--- config.mk ---
export PLATFORM = sky130hd
export DESIGN_NAME = mod_apb_master
export DESIGN_NICKNAME = d
export VERILOG_FILES = /design/src/rtl/mod_apb_master.sv
export SDC_FILE = /design/constraint.sdc
export NUM_CORES = 1
export LEC_CHECK = 0
export ABC_AREA = 0
export CAP_MARGIN = 25
export CORE_MARGIN = 2
export CORE_UTILIZATION = 42
export CTS_CLUSTER_DIAMETER = 150
export CTS_CLUSTER_SIZE = 25
export DETAILED_ROUTE_END_ITERATION = 10
export PLACE_DENSITY = 0.9
export SLEW_MARGIN = 15
export SYNTH_ARGS = -nofsm -noshare
export SYNTH_HDL_FRONTEND = slang
export SYNTH_SLANG_ARGS = --single-unit
--- constraint.sdc ---
create_clock -name clk -period 2 [get_ports clk]
set_clock_uncertainty 0.15 [all_clocks]
set_input_delay 0.4 -clock clk [delete_from_list [all_inputs] [get_ports clk]]
set_output_delay 0.4 -clock clk [all_outputs]
set_load 0.03 [all_outputs]
--- src/rtl/mod_apb_master.sv ---
// APB requester: takes single read/write commands on a valid/ready port and runs the
// APB SETUP/ACCESS sequence. It returns one response per command and aborts stalled transfers.
module mod_apb_master #(
  parameter int ADDR_W  = 8,
  parameter int DATA_W  = 8,
  parameter int TIMEOUT = 16
) (
  input  logic              clk,
  input  logic              reset,
  input  logic              cmd_valid,
  output logic              cmd_ready,
  input  logic              cmd_write,
  input  logic [ADDR_W-1:0] cmd_addr,
  input  logic [DATA_W-1:0] cmd_wdata,
  output logic              rsp_valid,
  input  logic              rsp_ready,
  output logic [DATA_W-1:0] rsp_rdata,
  output logic              rsp_err,
  output logic [ADDR_W-1:0] addr,
  output logic [DATA_W-1:0] pwdata,
  output logic              pwrite,
  output logic              psel,
  output logic              penable,
  input  logic [DATA_W-1:0] prdata,
  input  logic              pready,
  output logic              busy
);

  localparam int CNT_W = (TIMEOUT > 1) ? $clog2(TIMEOUT) : 1;
  localparam logic [CNT_W-1:0] CNT_LIMIT = CNT_W'((TIMEOUT > 0) ? (TIMEOUT - 1) : 0);
  localparam bit TO_EN = (TIMEOUT > 0);

  typedef enum logic [1:0] {
    ST_IDLE   = 2'd0,
    ST_SETUP  = 2'd1,
    ST_ACCESS = 2'd2
  } state_e;

  state_e            state_q, state_d;
  logic [ADDR_W-1:0] addr_q, addr_d;
  logic [DATA_W-1:0] pwdata_q, pwdata_d;
  logic              pwrite_q, pwrite_d;
  logic              psel_q, psel_d;
  logic              penable_q, penable_d;
  logic              rsp_valid_q, rsp_valid_d;
  logic [DATA_W-1:0] rsp_rdata_q, rsp_rdata_d;
  logic              rsp_err_q, rsp_err_d;
  logic [CNT_W-1:0]  wait_cnt_q, wait_cnt_d;
  logic              accept_s;

  // A pending response blocks new commands unless it is being popped this cycle.
  assign cmd_ready = (state_q == ST_IDLE) && (!rsp_valid_q || rsp_ready);
  assign accept_s  = cmd_valid && cmd_ready;

  // Next-state, APB outputs and response capture.
  always_comb begin
    state_d     = state_q;
    addr_d      = addr_q;
    pwdata_d    = pwdata_q;
    pwrite_d    = pwrite_q;
    psel_d      = psel_q;
    penable_d   = penable_q;
    rsp_rdata_d = rsp_rdata_q;
    rsp_err_d   = rsp_err_q;
    wait_cnt_d  = wait_cnt_q;
    if (rsp_valid_q && rsp_ready) begin
      rsp_valid_d = 1'b0;
    end else begin
      rsp_valid_d = rsp_valid_q;
    end
    case (state_q)
      ST_IDLE: begin
        if (accept_s) begin
          state_d   = ST_SETUP;
          addr_d    = cmd_addr;
          pwdata_d  = cmd_wdata;
          pwrite_d  = cmd_write;
          psel_d    = 1'b1;
          penable_d = 1'b0;
        end else begin
          psel_d    = 1'b0;
          penable_d = 1'b0;
        end
      end
      ST_SETUP: begin
        state_d    = ST_ACCESS;
        wait_cnt_d = {CNT_W{1'b0}};
        psel_d     = 1'b1;
        penable_d  = 1'b1;
      end
      ST_ACCESS: begin
        // pready wins over a timeout landing on the same cycle.
        if (pready) begin
          state_d     = ST_IDLE;
          psel_d      = 1'b0;
          penable_d   = 1'b0;
          rsp_valid_d = 1'b1;
          rsp_err_d   = 1'b0;
          rsp_rdata_d = pwrite_q ? {DATA_W{1'b0}} : prdata;
        end else if (TO_EN && (wait_cnt_q == CNT_LIMIT)) begin
          state_d     = ST_IDLE;
          psel_d      = 1'b0;
          penable_d   = 1'b0;
          rsp_valid_d = 1'b1;
          rsp_err_d   = 1'b1;
          rsp_rdata_d = {DATA_W{1'b0}};
        end else begin
          wait_cnt_d = wait_cnt_q + CNT_W'(1'b1);
        end
      end
      default: begin
        state_d   = ST_IDLE;
        psel_d    = 1'b0;
        penable_d = 1'b0;
      end
    endcase
  end

  // State and output registers with synchronous reset.
  always_ff @(posedge clk) begin
    if (reset) begin
      state_q     <= ST_IDLE;
      addr_q      <= {ADDR_W{1'b0}};
      pwdata_q    <= {DATA_W{1'b0}};
      pwrite_q    <= 1'b0;
      psel_q      <= 1'b0;
      penable_q   <= 1'b0;
      rsp_valid_q <= 1'b0;
      rsp_rdata_q <= {DATA_W{1'b0}};
      rsp_err_q   <= 1'b0;
      wait_cnt_q  <= {CNT_W{1'b0}};
    end else begin
      state_q     <= state_d;
      addr_q      <= addr_d;
      pwdata_q    <= pwdata_d;
      pwrite_q    <= pwrite_d;
      psel_q      <= psel_d;
      penable_q   <= penable_d;
      rsp_valid_q <= rsp_valid_d;
      rsp_rdata_q <= rsp_rdata_d;
      rsp_err_q   <= rsp_err_d;
      wait_cnt_q  <= wait_cnt_d;
    end
  end

  assign addr      = addr_q;
  assign pwdata    = pwdata_q;
  assign pwrite    = pwrite_q;
  assign psel      = psel_q;
  assign penable   = penable_q;
  assign rsp_valid = rsp_valid_q;
  assign rsp_rdata = rsp_rdata_q;
  assign rsp_err   = rsp_err_q;
  assign busy      = (state_q != ST_IDLE);

endmodule

* After elaboration in Yosys (flattened, before gate mapping)
Cells that the tools add are included.
Storage, ports and cells: register bits 35, latch bits 0, RAM bits 0, bits in read-only memories 0, input bits 30, output and inout port bits 31, memories kept 0
Operators by class: add/subtract/negate cells 1, $mul 0, divide/modulo/power cells 0, order comparisons 0, equality and inequality tests 7, shift operators 0, mux-type cells 21, bitwise operators 0, reduce and logical (&&, ||, !) cells 13
Operators by type and width (number):
- 8-bit 2-to-1 mux | 3
- 1-bit 2-to-1 mux | 9
- 4-bit 2-to-1 mux | 2
- 4-bit case mux with 2 select lines | 1
- 2-bit 2-to-1 mux | 3
- 2-bit != test (second input constant) | 3
- 2-bit case mux with 3 select lines | 1
- 2-bit AND reduction | 3
- 2-bit nonzero test | 3
- 4-bit by 1-bit adder with 4-bit output (second input constant) | 1
- 4-bit equality test (second input constant) | 1
- 1-bit logical AND | 3
- 3-bit != test (second input constant) | 1
- 1-bit case mux with 3 select lines | 1
- 3-bit AND reduction | 1
- 2-bit by 1-bit equality test with 1-bit output (second input constant) | 1
- 2-bit equality test (second input constant) | 1
- 2-bit logical NOT | 1
- 1-bit case mux with 2 select lines | 1
- 1-bit logical NOT | 1
- 1-bit logical OR | 1

* Longest topological paths before layout
word-level depth 6, depth in mapped cells 7

* Least setup slack after synthesis
No wires, ideal clock.
path type flip-flop to flip-flop, start register rsp_valid_q, in the netlist rsp_valid, end register addr_q[1], in the netlist addr[1], library setup time 0.132 ns, arrival time 1.221 ns, data required time 1.718 ns, slack 0.496 ns, cell stages (with the launch flop) 7, buffers on the path 2, clock period less this slack 1.504 ns, cell sequence dfxtp_1 -> nand2b_1 -> and3_1 -> buf_4 -> buf_6 -> nand2_1 -> a21oi_1
On the way: longest elaborated chain between the ends 5
RTL lines:
- from (decl) | line 45 | logic rsp_valid_q, rsp_valid_d;
- from (signal assigned) | line 139 | rsp_valid_q <= rsp_valid_d;
- 1-bit logical NOT | line 52 | assign cmd_ready = (state_q == ST_IDLE) && (!rsp_valid_q || rsp_ready);
- 1-bit logical OR | line 52
- 1-bit logical AND | line 52
- 1-bit logical AND | line 53 | assign accept_s = cmd_valid && cmd_ready;
- 2-bit AND reduction (no line)
- to (signal assigned) | line 123 | addr_q <= {ADDR_W{1'b0}};
- to (signal assigned) | line 134 | addr_q <= addr_d;
- to (decl) | line 40 | logic [ADDR_W-1:0] addr_q, addr_d;
No other way between the ends. A chain may end at the register's enable or synchronous reset.

* Worst setup path after layout
start input port rsp_ready, end output port cmd_ready
On the way: longest elaborated chain between the ends 2
RTL lines:
- from (decl) | line 16 | input logic rsp_ready,
- 1-bit logical OR | line 52
- 1-bit logical AND | line 52
- to (decl) | line 11 | output logic cmd_ready,
No other way between the ends.

==> impl_metrics.tcl <==
set metrics [dict create \
    outcome "completed" \
    worstPathRequired_ps 1450 \
    htreeDepth 2 \
    hold_buffers 0 \
    critPathLaunchType "input port" \
    final.setup.worst_slack_ps 76.3 \
    worst_slew_pin_slew_ps 340 \
    portBuffers 60 \
    drive_gt1_share_pct 13.5 \
    fmax_mhz 520 \
    drtIter0Drc 52 \
    clock_path_buffers 2 \
    ys_ff_latch 35 \
    multi_input_area_um2 646 \
    setup_viol 0 \
    drcViolationCount 0 \
    dieWidth_um 62.5 \
    cap_violations 0 \
    io_pins 61 \
    fin_nets 259 \
    final_cells 275 \
    place_congestion 0.719 \
    finalCritPeriodShare_pct 96.2 \
    cts.clk_slew.worst_paths_ps 90 \
    finalCriticalPeriod_ps 1920 \
    regToRegSetupSlack_ps 500 \
    dp_hpwl_um 2460 \
    cp-startpoint "rsp_ready" \
    ir_worst_vdd_mv 0.372 \
    power.switching_uw 401 \
    avgSynthCellArea_um2 8.82 \
    nFillCells 291 \
    grt_pass1_vias 1241 \
    wl_per_cell_um 12.0 \
    avgViaCountPerCell 4.74 \
    syn2layout_area_growth_pct 49.5 \
    die_h_um 62.5 \
    r2r.worst_path.cells 6 \
    hold_end "pwdata[3]$_SDFFE_PP0P_" \
    hold_class "register to register" \
    globalRouteOverflowTotal 0 \
    rows 21 \
    clkPwrFrac_pct 25.6 \
    antenna_found_initial 0 \
    path_class "input port to primary output" \
    dp.cells 267 \
    die_area_um2 3910 \
    diodes 0 \
    dr.pass1.iters 4 \
    clk_latency_ps 340 \
    place_area_um2 2100 \
    regArea_um2 701 \
    initial_core_util_pct 43.4 \
    layout_common_cells "57 x clkdlybuf4s50_1, 36 x nand2_1, 35 x dfxtp_1" \
    ant_nets 0 \
    grtUsageTotal_pct 19.0 \
    power.leakage_nw 0.807 \
    cts_tree "done" \
    synthDistinctLibCells 34 \
    end_kind "primary output" \
    worstHoldStart "pwdata[3]$_SDFFE_PP0P_" \
    grt_pass1_wl_um 5760 \
    cts_buffers 5 \
    vias 1303 \
    p_per_area_nw_per_um2 659 \
    whs_path_depth 2 \
    combPwrFrac_pct 21.7 \
    finalWirelength_um 3290 \
    cts_sinks 35 \
    grt_max_degree 19 \
    intPower_mw 1.02 \
    switching_share_pct 28.3 \
    reg2reg_from "wait_cnt_q[0]$_SDFFE_PP0P_" \
    slew_headroom_pct 77.3 \
    synth_area_um2 1440 \
    critPathArrivalTime_ps 1370 \
    place_ws_ps 78.7 \
    final.setup.tns_ps 0 \
    finalMaxSlewViolations 0 \
    rsz0062_at_grt "false" \
    synth_seq_area_share_pct 48.7 \
    syn_inst 163 \
    synth_fp_nets 194 \
    hold_viol_final 0 \
    seqPwrFrac_pct 52.7 \
    yosys_warnings 0 \
    fp.coreArea_um2 3310 \
    crit_path_max_fanout 5 \
    rr_endpoint "rsp_rdata[6]$_SDFFE_PP0P_" \
    final_common_cell "clkdlybuf4s50_1" \
    postLayoutCellArea_um2 2150 \
    cts-root-buf "clkbuf_4" \
]
-- critical path: stages --
cell and delay (ps):
clkdlybuf4s50_1 390, nand2b_1 220, and2_1 200, buf_4 160
-- stage by stage --
stage	utilization, %	total power, mW	hold WS [ps]
after floorplan	-	0.924	346
after global placement	63.4	1.07	291
after detailed placement	63.4	1.07	298
after CTS	64.9	1.43	313
after global routing	64.9	1.50	331
final	64.9	1.42	309
-- area by class of cell --
type                            count  share of cell area [%]
Multi-Input combinational cell    114                    30.0
Inverter                            5                   0.873
Tap cell                           46                    2.68
Timing Repair Buffer               67                    31.5
Clock buffer                        7                    2.10
Sequential cell                    35                    32.6
Clock inverter                      1                   0.233
-- cells in the mapped netlist --
master    instances  share of area [%]
nand2_1          36                9.4
dfxtp_1          35                 49
a21oi_1          24                8.4
nand2b_1          9                3.9
nand3_1           9                3.1
o21ai_2           8                4.9
nor2_1            7                1.8
inv_1             5                1.3
buf_2             3                1.0
a211oi_1          2                1.0
buf_6             2                1.6
a22oi_1           1               0.52
a31oi_4           1                1.5
a41o_1            1               0.70
and2_1            1               0.44
and2_2            1               0.52
and2b_2           1               0.61
and2b_4           1               0.70
and3_1            1               0.44
buf_1             1               0.26
buf_12            1                1.4
buf_4             1               0.52
clkbuf_1          1               0.26
ha_1              1               0.87
mux2i_1           1               0.70
nand3_2           1               0.70
nor2_2            1               0.44
nor2b_4           1               0.96
nor3_1            1               0.35
nor3b_1           1               0.52
nor3b_2           1               0.87
or2_2             1               0.44
or2b_1            1               0.52
xnor2_1           1               0.61
-- power by group through the flow --
| stage | Combinational, mW | Clock (mW) | Sequential [mW] |
|---|---|---|---|
| CTS | 0.312 | 0.373 | 0.748 |
| floorplan | 0.106 | 0 | 0.818 |
| global route | 0.330 | 0.414 | 0.753 |
| global placement | 0.308 | 0 | 0.762 |
| finish | 0.307 | 0.363 | 0.748 |
| detailed placement | 0.311 | 0 | 0.764 |
-- flip-flops by register name, summed over array words and instances (netlist names) --
signal	flops
addr	8
penable	1
psel	1
pwdata	8
pwrite	1
rsp_err	1
rsp_rdata	8
rsp_valid	1
state_q	2
wait_cnt_q	4
-- metal layers --
layer / global-route usage [%] / up-vias / part of all wire (%)
met5: 0 / - / 0
met4: 9.17 / 0 / 2.8
met3: 7.93 / 10 / 6.3
met2: 31.2 / 45 / 48
met1: 21.3 / 577 / 43
li1: - / 671 / -
-- how the worst max path moves through the flow --
stage                     slack, ps                   end
after CTS                        20                pwrite
after floorplan                 500  addr[1]$_SDFFE_PP0P_
after detailed placement         80             cmd_ready
final                            80             cmd_ready
after global routing              1             cmd_ready
after global placement          120             cmd_ready
-- logic make-up after synthesis --
group,count (synthesis),share of synthesized area (%)
simple gates,74,25.8
compound gates,37,17.0
flops,35,48.7
buf+inv,14,6.35
xor+xnor,1,0.609
mux,1,0.696
fa+ha+maj,1,0.870
-- timing repair --
item,CTS,global route
gates cloned,0,0
endpoints found under the setup margin,1,1
gates resized for setup,1,1
setup buffers,0,0
Power figures use the tool's default switching activity.
